### src/rtl/mesh_term_pkg.sv
// Shared definitions for the mesh terminal receiver: the packet field map, the
// receive FSM state encoding and a header struct for the default 40-bit packet.
package mesh_term_pkg;

  typedef enum logic [1:0] {
    IDLE = 2'd0,
    POP  = 2'd1,
    GAP  = 2'd2
  } rx_state_t;

  // The field map is anchored at the MSB, so every offset follows from the packet width.
  function automatic int nxt_msb(input int w);
    return w - 1;
  endfunction

  function automatic int row_msb(input int w);
    return w - 9;
  endfunction

  function automatic int col_msb(input int w);
    return w - 13;
  endfunction

  function automatic int mode_bit(input int w);
    return w - 17;
  endfunction

  function automatic int pay_msb(input int w);
    return w - 18;
  endfunction

  typedef struct packed {
    logic [7:0]  nxtjp;
    logic [3:0]  row;
    logic [3:0]  colum;
    logic        mode;
    logic [22:0] payload;
  } mesh_hdr_t;

endpackage

### src/rtl/mesh_term_fifo.sv
// Show-ahead FIFO: rd_dat always presents the head entry; write and read in the
// same cycle leave level unchanged. Writes when full and reads when empty are ignored.
module mesh_term_fifo #(
  parameter int WIDTH = 40,
  parameter int DEPTH = 4
) (
  input  logic                     clk,
  input  logic                     rst,
  input  logic                     wr_en,
  input  logic [WIDTH-1:0]         wr_dat,
  input  logic                     rd_en,
  output logic [WIDTH-1:0]         rd_dat,
  output logic [$clog2(DEPTH):0]   level,
  output logic                     full,
  output logic                     empty
);

  localparam int AW = $clog2(DEPTH);

  logic [WIDTH-1:0] mem_q [DEPTH];
  logic [AW-1:0]    wr_ptr_q, wr_ptr_d;
  logic [AW-1:0]    rd_ptr_q, rd_ptr_d;
  logic [AW:0]      level_q, level_d;
  logic             do_wr, do_rd;

  assign full  = (level_q == (AW+1)'(DEPTH));
  assign empty = (level_q == '0);
  assign do_wr = wr_en && !full;
  assign do_rd = rd_en && !empty;

  assign rd_dat = mem_q[rd_ptr_q];
  assign level  = level_q;

  always_comb begin
    wr_ptr_d = wr_ptr_q;
    rd_ptr_d = rd_ptr_q;
    level_d  = level_q;
    if (do_wr) wr_ptr_d = wr_ptr_q + AW'(1);
    if (do_rd) rd_ptr_d = rd_ptr_q + AW'(1);
    case ({do_wr, do_rd})
      2'b10:   level_d = level_q + (AW+1)'(1);
      2'b01:   level_d = level_q - (AW+1)'(1);
      default: level_d = level_q;
    endcase
  end

  always_ff @(posedge clk or posedge rst) begin
    if (rst) begin
      wr_ptr_q <= '0;
      rd_ptr_q <= '0;
      level_q  <= '0;
    end else begin
      wr_ptr_q <= wr_ptr_d;
      rd_ptr_q <= rd_ptr_d;
      level_q  <= level_d;
    end
  end

  // Storage needs no reset: entries are only observed behind a valid level.
  always_ff @(posedge clk) begin
    if (do_wr) mem_q[wr_ptr_q] <= wr_dat;
  end

endmodule

### src/rtl/mesh_term_rx.sv
// Drains one mesh output port with a pop/gap cadence (one pop per 3 cycles), checks the
// destination and buffers accepted packets; pndng to out_valid is 2 cycles, stalls while full.
module mesh_term_rx
  import mesh_term_pkg::*;
#(
  parameter int         pckg_sz   = 40,
  parameter logic [3:0] ROW_ID    = 4'd0,
  parameter logic [3:0] COL_ID    = 4'd0,
  parameter int         BUF_DEPTH = 4,
  parameter int         CNT_W     = 16
) (
  input  logic                         clk,
  input  logic                         reset,
  input  logic                         pndng,
  input  logic [pckg_sz-1:0]           data_out,
  output logic                         pop,
  output logic                         out_valid,
  input  logic                         out_ready,
  output logic [pckg_sz-1:0]           out_pkt,
  output logic                         out_mode,
  output logic [pckg_sz-18:0]          out_payload,
  output logic                         misroute,
  output logic [CNT_W-1:0]             pkt_cnt,
  output logic [CNT_W-1:0]             err_cnt,
  output logic [$clog2(BUF_DEPTH):0]   buf_level
);

  localparam int ROW_MSB  = row_msb(pckg_sz);
  localparam int COL_MSB  = col_msb(pckg_sz);
  localparam int MODE_BIT = mode_bit(pckg_sz);
  localparam int PAY_MSB  = pay_msb(pckg_sz);
  localparam int LVL_W    = $clog2(BUF_DEPTH) + 1;

  rx_state_t        state_q, state_d;
  logic             misroute_q, misroute_d;
  logic [CNT_W-1:0] pkt_cnt_q, pkt_cnt_d;
  logic [CNT_W-1:0] err_cnt_q, err_cnt_d;

  logic [3:0]         cap_row, cap_col;
  logic               capture, dst_ok, wr_en, rd_en;
  logic               buf_full, buf_empty;
  logic [LVL_W-1:0]   buf_lvl;
  logic [pckg_sz-1:0] head_pkt;

  assign cap_row = data_out[ROW_MSB -: 4];
  assign cap_col = data_out[COL_MSB -: 4];
  assign dst_ok  = (cap_row == ROW_ID) && (cap_col == COL_ID);

  // data_out is consumed on the edge that closes the POP cycle.
  assign capture = (state_q == POP);
  assign wr_en   = capture && dst_ok;
  assign rd_en   = out_valid && out_ready;

  always_comb begin
    state_d = state_q;
    case (state_q)
      IDLE:    if (pndng && !buf_full) state_d = POP;
      POP:     state_d = GAP;
      GAP:     state_d = IDLE;
      default: state_d = IDLE;
    endcase
  end

  always_comb begin
    pkt_cnt_d  = pkt_cnt_q;
    err_cnt_d  = err_cnt_q;
    misroute_d = capture && !dst_ok;
    if (wr_en && (pkt_cnt_q != {CNT_W{1'b1}}))
      pkt_cnt_d = pkt_cnt_q + CNT_W'(1);
    if (misroute_d && (err_cnt_q != {CNT_W{1'b1}}))
      err_cnt_d = err_cnt_q + CNT_W'(1);
  end

  always_ff @(posedge clk or posedge reset) begin
    if (reset) begin
      state_q    <= IDLE;
      misroute_q <= 1'b0;
      pkt_cnt_q  <= '0;
      err_cnt_q  <= '0;
    end else begin
      state_q    <= state_d;
      misroute_q <= misroute_d;
      pkt_cnt_q  <= pkt_cnt_d;
      err_cnt_q  <= err_cnt_d;
    end
  end

  mesh_term_fifo #(
    .WIDTH (pckg_sz),
    .DEPTH (BUF_DEPTH)
  ) u_buf (
    .clk    (clk),
    .rst    (reset),
    .wr_en  (wr_en),
    .wr_dat (data_out),
    .rd_en  (rd_en),
    .rd_dat (head_pkt),
    .level  (buf_lvl),
    .full   (buf_full),
    .empty  (buf_empty)
  );

  // pop is a decode of the state register, so reset removes it immediately.
  assign pop         = (state_q == POP);
  assign misroute    = misroute_q;
  assign pkt_cnt     = pkt_cnt_q;
  assign err_cnt     = err_cnt_q;
  assign buf_level   = buf_lvl;
  assign out_valid   = !buf_empty;
  assign out_pkt     = head_pkt;
  assign out_mode    = head_pkt[MODE_BIT];
  assign out_payload = head_pkt[PAY_MSB:0];

endmodule

### config.mk
export PLATFORM = sky130hd
export DESIGN_NAME = mesh_term_rx
export DESIGN_NICKNAME = d
export VERILOG_FILES = /design/src/rtl/mesh_term_pkg.sv /design/src/rtl/mesh_term_fifo.sv /design/src/rtl/mesh_term_rx.sv
export SDC_FILE = /design/constraint.sdc
export NUM_CORES = 1
export LEC_CHECK = 0
export BUFFER_PORTS_ARGS = -buffer_cell sky130_fd_sc_hd__buf_2
export CAP_MARGIN = 30
export CORE_ASPECT_RATIO = 0.6
export CORE_MARGIN = 3
export CORE_UTILIZATION = 50
export CTS_CLUSTER_SIZE = 20
export DETAILED_ROUTE_END_ITERATION = 10
export GPL_TIMING_DRIVEN = 0
export PLACE_DENSITY_LB_ADDON = 0.08
export SYNTH_ARGS = -nofsm -noshare
export SYNTH_HDL_FRONTEND = slang
export SYNTH_HIERARCHICAL = 1
export SYNTH_SLANG_ARGS = --single-unit
export TNS_END_PERCENT = 30
### constraint.sdc
create_clock -name clk -period 6 [get_ports clk]
set_input_delay 0.6 -clock clk [delete_from_list [all_inputs] [get_ports clk]]
set_output_delay 0.6 -clock clk [all_outputs]
set_load 0.1 [all_outputs]
==> flow_summary.json <==
{
  "hpwl_um": 10500,
  "synth-compound-area-share": 0.00319,
  "drive_gt1_frac": 0.433,
  "synth_ff_type": "edfxtp_1",
  "cts_htree_levels": 1,
  "syn_area_um2": 8230,
  "tightest_slew_ps": 683,
  "max_freq_mhz": 330,
  "setup_violations": 0,
  "yosysSeqAreaShare": 0.711,
  "diodes": 0,
  "reg2reg_slack_ps": 3310,
  "hold_buffers": 0,
  "period_needed_ps": 3030,
  "synthMuxAreaShare": 0.121,
  "final.setup_skew_ps": 21.0,
  "drc": 0,
  "synth_area_leaders": "edfxtp_1 (58%), dfrtp_1 (13%), mux4_2 (10%), xor2_1 (3.0%), buf_4 (2.2%)",
  "ys_seq_elements": 202,
  "synth_top_area_frac": 0.584,
  "cp_common_cell": "or4_4",
  "critPathLaunchType": "input port",
  "finalCritPeriodShare": 0.505,
  "wl_per_cell_um": 18.7,
  "end_kind": "register",
  "first_global_vias": 4451,
  "route.vias.total": 4375,
  "num_io_pins": 146,
  "yosys.area_share.simple": 0.0702,
  "cts_resized": 0,
  "clockBufferDepth": 3,
  "wl_um": 15500,
  "yosys.area_share.adder": 0.0131,
  "dr.pass1.iters": 4,
  "hold_violations": 0,
  "clk_pin_slew_ps": 60,
  "synth_nets": 491,
  "grt_pass1_wl_um": 24500,
  "coreArea_um2": 15700,
  "syn_inst": 439,
  "clock_sinks": 202,
  "avgSynthCellArea_um2": 18.8,
  "antenna_found_initial": 2,
  "cpLargestDelayFamily": "simple AND/OR/NAND/NOR gates",
  "crit_type": "in2reg",
  "ys_warn_count": 6,
  "cpMaxStageDelayCell": "or4_4",
  "cp.arrival_ps": 3190,
  "yosys.area_share.xor_xnor": 0.0340,
  "synthArstFlopShare": 0.208,
  "cts_setup_buffers": 0,
  "final_nets": 662,
  "port_buffers": 145,
  "worst-path-max-fanout": 28,
  "grt_usage": 0.175,
  "cap_violations": 0,
  "die_area_um2": 18100,
  "cts_root_buffer": "clkbuf_16",
  "area_growth_pct": 20.0,
  "max_stage_delay_ps": 560,
  "chipHeight_um": 105,
  "numCtsBuffers": 19,
  "placementRows": 35,
  "synth_top_family_by_area": "multiplexers",
  "timing.final.ws_setup_ps": 2970,
  "rsz0062_at_grt": "false",
  "synth_cell_types": 43,
  "status": "complete, no violations",
  "clkLatencyLatePin_ps": 480,
  "synth_edf_count": 160,
  "netlist_top_cells_count": "edfxtp_1 (160), dfrtp_1 (42), mux4_2 (38)",
  "cp_num_buf_inv": 5,
  "cts_tree": "yes",
  "final.setup.tns_ps": 0,
  "grt_overflow": 0,
  "maxSlewViolCount": 0,
  "grt_max_degree": 29,
  "synth_area_leader_cell": "edfxtp_1",
  "yosysMostFrequentCell": "edfxtp_1",
  "via_per_inst": 5.30,
  "crit_required_ps": 6160,
  "die_x_um": 172,
  "path_cells": "buf_2, or4_4, or4_4, buf_6, buf_8, inv_1, nor2b_2, and2_2, buf_12",
  "hold_path.class": "in2async",
  "start_util": 0.524,
  "slew_headroom": 0.544,
  "drt_iter0_markers": 323,
  "place_ws_ps": 2450,
  "n_fill_cell": 1166,
  "place.gp.congestion": 0.833,
  "final_antenna_net_count": 0
}
## state kept, by name, summed over array words and instances, names as in the netlist
signal / cells
u_buf/wr_ptr_q: 2
misroute: 1
err_cnt: 16
u_buf/rd_ptr_q: 2
pkt_cnt: 16
state_q: 2
u_buf/level: 3
u_buf/mem_q: 160
## layer usage
| layer | vias up | part of all wire | global-route usage |
|---|---|---|---|
| li1 | 2036 | - | - |
| met1 | 2193 | 0.46 | 0.263 |
| met2 | 118 | 0.46 | 0.265 |
| met3 | 24 | 0.063 | 0.0446 |
| met4 | 4 | 0.014 | 0.0310 |
| met5 | - | 0.0014 | 0 |
## final cells by class
type,instances,area [µm²],area share
clock buffer,26,512,0.0518
inverter,13,48.8,0.00494
clock inverter,8,46.3,0.00468
timing repair buffer,150,833,0.0843
sequential,202,5860,0.593
buffer,40,338,0.0342
multi-input combinational,184,1990,0.202
tap,203,254,0.0257
## worst paths after layout
path | startpoint | to | cells after the start
worst max-delay path | data_out[25] | u_buf/mem_q[0][6]$_DFFE_PP_ | 9
worst min-delay path | reset | u_buf/rd_ptr_q[0]$_DFFE_PP0P_ | 2
worst max register to register | state_q[1]$_DFFE_PP0P_ | u_buf/mem_q[0][6]$_DFFE_PP_ | 7
worst min register to register | state_q[0]$_DFFE_PP0P_ | state_q[0]$_DFFE_PP0P_ | 1
max in group asynchronous | reset | err_cnt[2]$_DFFE_PP0P_ | 3
min in group clk | data_out[36] | u_buf/mem_q[0][36]$_DFFE_PP_ | 1
## metrics by stage
stage | std cells | instance area [µm²] | hold WS (ps) | utilization
6_report | 826 | 9880 | 57.3 | 0.629
4_1_cts | 826 | 9880 | 41.0 | 0.629
3_5_place_dp | 792 | 9320 | 468 | 0.593
3_3_place_gp | 787 | 9210 | 459 | 0.586
2_1_floorplan | 439 | 8230 | 403 | -
5_1_grt | 826 | 9880 | 61.5 | 0.629
## cells by family after synthesis
group / after synthesis
compound gates: 4
xor+xnor: 32
fa+ha+maj: 8
buf+inv: 53
flops: 202
mux: 48
simple gates: 92
## layout by cell type (no fill, tap or decap), types with 8 or more instances in the layout
cell type  Yosys  routed
nand4_1       11      11
clkbuf_16      0      19
buf_2          5     150
nor3_1        18      18
mux4_2        38      38
xor2_1        28      28
dfrtp_1       42      42
nand3_1        8       8
inv_1         13      13
nand2_1       11      11
buf_12         4       8
buf_4         24      24
clkbuf_1       4      10
edfxtp_1     160     160
Power is left out: the tool's default activity adds up to more than one toggle a clock period on the data nets, which glitch-free logic cannot reach.
